$ cat src/rtl/rom_port_arbiter_pkg.sv
// -----------------------------------------------------------------------------
// rom_port_arbiter_pkg
// Shared definitions for the image-ROM port arbiter:
//   - default geometry of the image ROM (address width, R/G/B pixel widths)
//   - default ROM read latency and aux starvation threshold
//   - slot owner enum and the tag that travels alongside each ROM read
//   - small helpers used by the arbiter and its tag delay line
// -----------------------------------------------------------------------------
package rom_port_arbiter_pkg;

  // Image ROM geometry.
  localparam int ROM_ADDR_BUS_WIDTH = 17;
  localparam int R_WIDTH            = 8;
  localparam int G_WIDTH            = 8;
  localparam int B_WIDTH            = 8;
  localparam int PIX_WIDTH          = R_WIDTH + G_WIDTH + B_WIDTH;

  // Cycles from a rom_addr change to valid rom_data (legal range 1..4).
  localparam int ROM_LATENCY        = 2;

  // Aux wait cycles before aux_starved is raised.
  localparam int STARVE_LIMIT       = 1023;

  // Who a ROM read slot belongs to.
  typedef enum logic [1:0] {
    OWN_NONE = 2'd0,
    OWN_DISP = 2'd1,
    OWN_AUX  = 2'd2
  } owner_e;

  // Tag carried through the latency pipeline next to each ROM read.
  typedef struct packed {
    logic   valid;
    owner_e owner;
  } slot_tag_t;

  localparam slot_tag_t TAG_EMPTY = '{valid: 1'b0, owner: OWN_NONE};

  // True when a tag marks a live slot owned by the given requester.
  function automatic logic tag_is(input slot_tag_t tag, input owner_e owner);
    return tag.valid && (tag.owner == owner);
  endfunction

  // Width of a counter that can reach 'limit'; it saturates at all-ones,
  // so a limit of 2^k-1 yields exactly k bits (1023 -> 10 bits).
  function automatic int wait_cnt_width(input int limit);
    return (limit < 1) ? 1 : $clog2(limit + 1);
  endfunction

endpackage : rom_port_arbiter_pkg

$ cat src/rtl/rom_tag_pipe.sv
// -----------------------------------------------------------------------------
// rom_tag_pipe
// Fixed-depth delay line for slot tags. A tag entered with a ROM address
// emerges DEPTH cycles later, aligned with the ROM data of that address.
// Reset empties every stage so reads in flight at reset produce no response.
//
// Ports
//   clk    in   1           rising-edge clock
//   reset  in   1           asynchronous active-high reset
//   i_tag  in   slot_tag_t  tag of the slot being issued this cycle
//   o_tag  out  slot_tag_t  tag of the slot whose data is on the ROM now
// -----------------------------------------------------------------------------
module rom_tag_pipe
  import rom_port_arbiter_pkg::*;
#(
  parameter int DEPTH = 3
) (
  input  logic      clk,
  input  logic      reset,
  input  slot_tag_t i_tag,
  output slot_tag_t o_tag
);

  slot_tag_t r_stage [DEPTH];

  // NOTE: every stage is reset here because a stale tag would fabricate a
  //       valid response; a plain data delay line would not need it. State
  //       is updated with non-blocking assignments so all stages shift on
  //       the same edge instead of ripple-copying in one cycle.
  always_ff @(posedge clk or posedge reset) begin
    if (reset) begin
      for (int i = 0; i < DEPTH; i++) begin
        r_stage[i] <= TAG_EMPTY;
      end
    end else begin
      r_stage[0] <= i_tag;
      for (int i = 1; i < DEPTH; i++) begin
        r_stage[i] <= r_stage[i-1];
      end
    end
  end

  assign o_tag = r_stage[DEPTH-1];

endmodule : rom_tag_pipe

$ cat src/rtl/rom_port_arbiter.sv
// -----------------------------------------------------------------------------
// rom_port_arbiter
// Shares one single-port image ROM between the display path (absolute
// priority, fixed latency) and a secondary aux requester (served in idle
// display cycles, in order, one response per grant).
//
// Each cycle the winner's address is registered onto rom_addr and a tag
// {valid, owner} is pushed into a ROM_LATENCY+1 deep tag pipe so that the
// tag leaves the pipe in the same cycle the ROM returns that address's data.
// The tag then steers rom_data to the display or aux output.
//
// Ports
//   clk          in   1                   system/pixel clock
//   reset        in   1                   asynchronous active-high reset
//   disp_req     in   1                   display wants a pixel this cycle
//   disp_addr    in   ROM_ADDR_BUS_WIDTH  display ROM address
//   disp_data    out  PIX_WIDTH           pixel, black when not a display slot
//   disp_valid   out  1                   disp_data carries ROM data
//   aux_req      in   1                   aux read request (level)
//   aux_addr     in   ROM_ADDR_BUS_WIDTH  aux address, stable while aux_req
//   aux_gnt      out  1                   aux request accepted this cycle
//   aux_data     out  PIX_WIDTH           aux read data, holds between reads
//   aux_valid    out  1                   qualifies aux_data for one cycle
//   aux_starved  out  1                   aux waited >= STARVE_LIMIT cycles
//   rom_addr     out  ROM_ADDR_BUS_WIDTH  registered ROM address
//   rom_data     in   PIX_WIDTH           ROM read data
// -----------------------------------------------------------------------------
module rom_port_arbiter #(
  parameter int ROM_ADDR_BUS_WIDTH = rom_port_arbiter_pkg::ROM_ADDR_BUS_WIDTH,
  parameter int PIX_WIDTH          = rom_port_arbiter_pkg::PIX_WIDTH,
  parameter int ROM_LATENCY        = rom_port_arbiter_pkg::ROM_LATENCY,
  parameter int STARVE_LIMIT       = rom_port_arbiter_pkg::STARVE_LIMIT
) (
  input  logic                          clk,
  input  logic                          reset,
  input  logic                          disp_req,
  input  logic [ROM_ADDR_BUS_WIDTH-1:0] disp_addr,
  output logic [PIX_WIDTH-1:0]          disp_data,
  output logic                          disp_valid,
  input  logic                          aux_req,
  input  logic [ROM_ADDR_BUS_WIDTH-1:0] aux_addr,
  output logic                          aux_gnt,
  output logic [PIX_WIDTH-1:0]          aux_data,
  output logic                          aux_valid,
  output logic                          aux_starved,
  output logic [ROM_ADDR_BUS_WIDTH-1:0] rom_addr,
  input  logic [PIX_WIDTH-1:0]          rom_data
);

  import rom_port_arbiter_pkg::*;

  // One stage for the address register plus ROM_LATENCY stages for the ROM.
  localparam int TAG_DEPTH = ROM_LATENCY + 1;

  localparam int                WAIT_W        = wait_cnt_width(STARVE_LIMIT);
  localparam logic [WAIT_W-1:0] STARVE_THRESH = WAIT_W'(STARVE_LIMIT);

  // ---------------------------------------------------------------------------
  // Arbitration: display always wins; aux only takes display-idle cycles.
  // ---------------------------------------------------------------------------
  logic      w_aux_win;
  slot_tag_t w_issue_tag;

  assign w_aux_win = aux_req & ~disp_req;

  // Grant is combinational from this cycle's requests; masked during reset
  // so nothing is accepted while the pipe is being flushed.
  assign aux_gnt = w_aux_win & ~reset;

  // NOTE: the default assignment first keeps this block purely
  //       combinational; without it the no-request path would infer a latch.
  always_comb begin
    w_issue_tag = TAG_EMPTY;
    if (disp_req) begin
      w_issue_tag = '{valid: 1'b1, owner: OWN_DISP};
    end else if (aux_req) begin
      w_issue_tag = '{valid: 1'b1, owner: OWN_AUX};
    end
  end

  // ---------------------------------------------------------------------------
  // ROM address register: follows the winner, holds when nobody asks.
  // ---------------------------------------------------------------------------
  logic [ROM_ADDR_BUS_WIDTH-1:0] r_rom_addr;

  always_ff @(posedge clk or posedge reset) begin
    if (reset) begin
      r_rom_addr <= '0;
    end else if (disp_req) begin
      r_rom_addr <= disp_addr;
    end else if (aux_req) begin
      r_rom_addr <= aux_addr;
    end
  end

  assign rom_addr = r_rom_addr;

  // ---------------------------------------------------------------------------
  // Tag delay line aligned with rom_data.
  // ---------------------------------------------------------------------------
  slot_tag_t w_ret_tag;

  rom_tag_pipe #(
    .DEPTH (TAG_DEPTH)
  ) u_tag_pipe (
    .clk   (clk),
    .reset (reset),
    .i_tag (w_issue_tag),
    .o_tag (w_ret_tag)
  );

  // ---------------------------------------------------------------------------
  // Response steering.
  // ---------------------------------------------------------------------------
  logic                 w_disp_slot;
  logic                 w_aux_slot;
  logic [PIX_WIDTH-1:0] r_aux_hold;

  assign w_disp_slot = tag_is(w_ret_tag, OWN_DISP);
  assign w_aux_slot  = tag_is(w_ret_tag, OWN_AUX);

  // Display gets black fill in any slot that is not its own.
  assign disp_valid = w_disp_slot;
  assign disp_data  = w_disp_slot ? rom_data : '0;

  // Aux data is live in its slot and otherwise replays the last aux word.
  always_ff @(posedge clk or posedge reset) begin
    if (reset) begin
      r_aux_hold <= '0;
    end else if (w_aux_slot) begin
      r_aux_hold <= rom_data;
    end
  end

  assign aux_valid = w_aux_slot;
  assign aux_data  = w_aux_slot ? rom_data : r_aux_hold;

  // ---------------------------------------------------------------------------
  // Aux starvation monitor: counts consecutive denied cycles; advisory only.
  // ---------------------------------------------------------------------------
  logic [WAIT_W-1:0] r_wait_cnt;

  always_ff @(posedge clk or posedge reset) begin
    if (reset) begin
      r_wait_cnt <= '0;
    end else if (!aux_req || w_aux_win) begin
      r_wait_cnt <= '0;
    end else if (r_wait_cnt != '1) begin
      r_wait_cnt <= r_wait_cnt + WAIT_W'(1);
    end
  end

  assign aux_starved = (r_wait_cnt >= STARVE_THRESH);

endmodule : rom_port_arbiter
$ cat config.mk
export PLATFORM = sky130hd
export DESIGN_NAME = rom_port_arbiter
export DESIGN_NICKNAME = d
export VERILOG_FILES = /design/src/rtl/rom_port_arbiter_pkg.sv /design/src/rtl/rom_tag_pipe.sv /design/src/rtl/rom_port_arbiter.sv
export SDC_FILE = /design/constraint.sdc
export NUM_CORES = 1
export LEC_CHECK = 0
export ABC_CLOCK_PERIOD_IN_PS = 1400
export BUFFER_PORTS_ARGS = -buffer_cell sky130_fd_sc_hd__buf_2
export CAP_MARGIN = 5
export CORE_UTILIZATION = 42
export CTS_CLUSTER_DIAMETER = 100
export CTS_CLUSTER_SIZE = 8
export DETAILED_ROUTE_END_ITERATION = 8
export PLACE_DENSITY = 0.82
export SETUP_SLACK_MARGIN = 0.15
export SYNTH_ARGS = -nofsm -noshare
export SYNTH_HDL_FRONTEND = slang
export SYNTH_HIERARCHICAL = 1
export SYNTH_SLANG_ARGS = --single-unit
$ cat constraint.sdc
create_clock -name clk -period 1.4 [get_ports clk]
set_input_delay 0.07 -clock clk [delete_from_list [all_inputs] [get_ports clk]]
set_output_delay 0.07 -clock clk [all_outputs]
set_load 0.01 [all_outputs]
After elaboration in Yosys (flattened, before gate mapping)
Cells that the tools add are included.
Word-level totals
  register bits after elaboration: 60
  bits of input ports: 62
  output and inout port bits: 69
  logic and storage cells: 32
Cells by class
  $add $sub $neg: 1
  $lt $le $gt $ge: 1
  equality and inequality tests: 3
  mux-type cells: 8
  bitwise gates (word level): 4
  reductions and logical operators: 6
Operators by type and width (count)
  $mux 24: 2
  $mux 17: 2
  $mux 10: 2
  $add 10x1->10 const B: 1
  $ge 10x10->1 const B: 1
  $ne 10x10->1 const B: 1
  $mux 3: 2
  $reduce_bool 2->1: 2
  $and 1x1->1: 2
  $eq 2x1->1 const B: 1
  $eq 2x2->1 const B: 1
  $logic_and 1x1->1: 2
  $not 1->1: 2
  $logic_not 1->1: 1
  $logic_or 1x1->1: 1

Longest topological paths before layout
  depth after elaboration: 4
  mapped depth: 5
  depth with buffers taken out: 4

Modules after synthesis
Netlist, hierarchy kept.
By module, submodules not included
  rom_port_arbiter: instances 1, cells each 218, area an instance 2471.1 um^2, sequential area each 1276.2 um^2
  rom_tag_pipe: instances 1, cells each 13, area an instance 251.5 um^2, sequential area each 225.2 um^2

Worst setup path before layout
Ideal clock, no wire load.
  path type: input port to output port
  start: input reset
  end: output aux_gnt
  data arrival time: 1.453 ns
  required time: 1.330 ns
  slack: -0.123 ns
  stages on the path: 2
  buffers on the path: 0
  path through: inv_1 and2_1
On the way
  word-level cells in the longest chain between the ends: 2
RTL lines
  from (decl): line rom_port_arbiter.sv:35  | input logic reset,
  $not 1->1: line rom_port_arbiter.sv:68  | assign aux_gnt = w_aux_win & ~reset;
  $and 1x1->1: line rom_port_arbiter.sv:68
  to (decl): line rom_port_arbiter.sv:42  | output logic aux_gnt,
No other way between the ends.

Worst setup path after layout
  start: register u_tag_pipe.r_stage (netlist bit u_tag_pipe/o_tag[2])
  end: output aux_data[11]
On the way
  word-level cells in the longest chain between the ends: 2
RTL lines
  from (decl): line rom_tag_pipe.sv:24  | slot_tag_t r_stage [DEPTH];
  from (signal, indexed assignment): line rom_tag_pipe.sv:38  | r_stage[i] <= r_stage[i-1];
  $logic_and 1x1->1: line rom_port_arbiter_pkg.sv:41  | return tag.valid && (tag.owner == owner);
  $mux 24
  to (decl): line rom_port_arbiter.sv:43  | output logic [PIX_WIDTH-1:0] aux_data,
No other way between the ends.

==> summary.md <==
| Metric | Value |
|---|---|
| Outcome | `finished with violations` |
| Ant. Diodes | `0` |
| Post-synth EDFFs | `0` |
| Die area | `6810 µm²` |
| Register area share after synthesis | `0.551` |
| P_int | `around 3.7 mW` |
| Final setup vio count | `50` |
| Clk_skew | `~0.014 ns` |
| Max VDD drop | `approximately 0.75 mV` |
| Max incr delay on CP | `between 0.4 and 0.5 ns` |
| # rows | `28` |
| GR Util All Layers | `0.231` |
| PwrDens | `about 1100 nW/µm²` |
| Sequential Power Share | `0.414` |
| Final Util | `0.753` |
| Fmax | `628 MHz` |
| Worst slew pin tran | `between 0.3 and 0.4 ns` |
| Yosys reg bits | `60` |
| Hold/Removal Path Class | `in2reg` |
| Routed length per placed instance | `roughly 16 µm` |
| Fraction of layout cells with a size suffix above 1 | `0.569` |
| Arr. time, crit path | `1.52 ns` |
| RSZ-0062 raised after global routing | `yes` |
| R2R setup slack | `~0.040 ns` |
| CTS HTree Levels | `3` |
| Die Y | `82.5 µm` |
| WP buf/inv | `1` |
| Drt total wl | `a little under 8000 µm` |
| Die width | `a little over 80 µm` |
| Syn. warnings | `6` |
| Yosys cell types | `39` |
| Final min period | `around 1.6 ns` |
| Synth top area share | `0.551` |
| Worst slack, placed | `0.0163 ns` |
| Switch share | `0.257` |
| Syn_nets | `294` |
| TritonCTS clock tree | `built` |
| Crit Path Class | `reg2out` |
| Starting density of the core | `0.447` |
| TritonCTS Sinks | `60` |
| Total CTS buffers | `9` |
| Required @ worst endpoint | `1.33 ns` |
| Grt total ovfl | `0` |
| Hold Startpoint | `aux_req` |
| CTS max path bufs | `2` |
| Final HPWL from detailed placement | `roughly 4200 µm` |
| DR iter-0 viols | `91` |
| Core area | `just over 6000 µm²` |
| Vias | `around 2.5k` |
| Via density | `approximately 5.0` |
| Clock Tree Root | `clkbuf_8` |
| Syn Inst Count | `231` |
| Worst-path clk slew | `approximately 0.060 ns` |
| Clk_lat worst skew | `0.32 ns` |
| Clock network fraction of total power | `0.302` |
| Reg2reg start | `u_tag_pipe/o_tag[2]$_DFF_PP0_` |
| Tcrit/Tclk final | `1.14` |
| Worst-path fanout max | `7` |
| Final Hold Fails | `0` |
| Max cap viols | `0` |
| Antenna viol nets, final | `0` |
| Critical Path, Cell by Cell | `nand3b_4 -> mux2_4 -> buf_6` |
| Critical Path Source Type | `flop` |
| Pleak | `2.32 nW` |
| Top-count cell post-synth | `dfrtp_1` |
| Synth Flop Type | `dfrtp_1` |
| Initial antenna violation count | `0` |
| Synth top area cells | `dfrtp_1 55%, mux2_2 9.1%, mux2i_1 6.3%, and2_1 6.0%, o21ai_0 3.1%` |
| Slowest-stage cell, CP | `dfrtp_2` |
| Synth area leader | `dfrtp_1` |
| Number of global-route vias before repair | `~2.5k` |
| Top delay family on crit path | `flip-flops` |
| FFs w/ async S/R, synth | `1.00` |
| PortBufs | `between 100 and 150` |
| Fin. max-slew vios | `0` |
| Largest net degree at the start of global routing | `52` |
| Drt first pass iters | `4` |
| Synth Cell Area | `around 2700 µm²` |
| Setup WS post-layout | `-0.193 ns` |
| Average size of a mapped cell | `about 12 µm²` |
| Area grow syn2layout | `68.6%` |
| Failing checks | `setup timing` |
| Commonest cells in the netlist | `60 x dfrtp_1, 26 x and2_1, 22 x mux2_2` |
| DRC | `0` |
| Crit path capture type | `primary output` |
| Max_slew headroom | `0.785` |
| CP startpoint | `u_tag_pipe/o_tag[2]$_DFF_PP0_` |
| GPL Wtd Cong | `a little under 0.8` |
| Switching power | `about 1.3 mW` |
| Nets | `around 470` |
| IO Pins | `about 130` |
| Global-route wire length before repair | `about 11000 µm` |
| Comb power frac | `0.284` |
## registers in the layout, summed over array words and instances (netlist names)
signal	count
u_tag_pipe/r_stage	6
r_wait_cnt	10
rom_addr	17
r_aux_hold	24
u_tag_pipe/o_tag	3
## final cells by class
type                            instances  area [µm²]
Clock inverter                          2        35.0
Sequential cell                        60        1510
Timing Repair Buffer                  185        1390
Clock buffer                           13         149
Inverter                                4        18.8
Multi-Input combinational cell        151        1400
Tap cell                               75        93.8
Fill cell                             396        1510
## layout by cell type (no fill, tap or decap), types with 3 or more instances in the layout
| master | netlist | final |
|---|---|---|
| nand3b_4 | 1 | 4 |
| a31oi_1 | 4 | 4 |
| buf_2 | 7 | 102 |
| nand2_1 | 19 | 18 |
| dfrtp_2 | 0 | 7 |
| dlygate4sd3_1 | 0 | 26 |
| buf_4 | 6 | 11 |
| clkbuf_8 | 0 | 10 |
| dfrtp_1 | 60 | 53 |
| a211oi_2 | 4 | 4 |
| o21ai_0 | 17 | 17 |
| buf_6 | 0 | 44 |
| mux2i_1 | 17 | 17 |
| and2_1 | 26 | 24 |
| clkbuf_1 | 4 | 3 |
| mux2_4 | 0 | 24 |
## path summary, 6_finish.rpt
path	end	depth (start not counted)
min reg2reg	u_tag_pipe/r_stage[3]$_DFF_PP0_	0
max	aux_data[11]	3
max reg2reg	r_aux_hold[2]$_DFF_PP0_	4
max in group asynchronous	r_wait_cnt[8]$_DFFE_PP0P_	5
min in group asynchronous	u_tag_pipe/r_stage[3]$_DFF_PP0_	3
min	u_tag_pipe/r_stage[8]$_DFF_PP0_	2
## routing by layer
metal | part of all wire | global-route usage | vias to the layer above
met5 | 0 | 0 | -
met4 | 0.014 | 0.102 | 0
met3 | 0.051 | 0.0451 | 12
met2 | 0.55 | 0.425 | 97
met1 | 0.38 | 0.256 | 1189
li1 | - | - | 1165
## logic make-up (layout without fill, tap and decap cells)
| group | after synthesis | after routing | synth area share |
|---|---|---|---|
| AOI/OAI and AO/OA | 37 | 37 | 0.0892 |
| adders and majority gates | 1 | 1 | 0.00459 |
| buffers and inverters | 23 | 204 | 0.0436 |
| DFF | 60 | 60 | 0.551 |
| muxes | 41 | 41 | 0.162 |
| and+or+nand+nor | 69 | 72 | 0.149 |
## power by group through the flow
| stage | combinational, mW | sequential [mW] | clock, mW |
|---|---|---|---|
| finish | 1.40 | 2.03 | 1.48 |
| global route | 1.50 | 2.05 | 1.61 |
| CTS | 1.20 | 2.02 | 1.52 |
| detailed placement | 0.864 | 2.04 | 0 |
| global placement | 0.839 | 2.03 | 0 |
| floorplan | 0.469 | 2.04 | 0 |
## what timing repair did
item | in CTS | in global routing
gates resized for setup | 60 | 47
cloned | 3 | 0
hold buffers | 26 | 0
endpoints found under the setup margin | 84 | 67
hold endpoints to repair | 85 | 0
pin swaps | 9 | 13
buffers inserted | 14 | 9
## per-stage QoR
step | power (mW) | instances | setup TNS, ns | hold WS, ns | area [µm²]
after CTS | 4.74 | 481 | -8.99 | 0.000620 | 4300
after global routing | 5.16 | 490 | -11.43 | 0.00670 | 4590
final | 4.91 | 490 | -7.86 | 0.0191 | 4590
after global placement | 2.87 | 423 | 0 | 0.0579 | 3450
after detailed placement | 2.90 | 423 | 0 | 0.0718 | 3450
after floorplan | 2.51 | 231 | 0 | -0.102 | 2750
No activity file was read; power rests on OpenSTA's default activity.
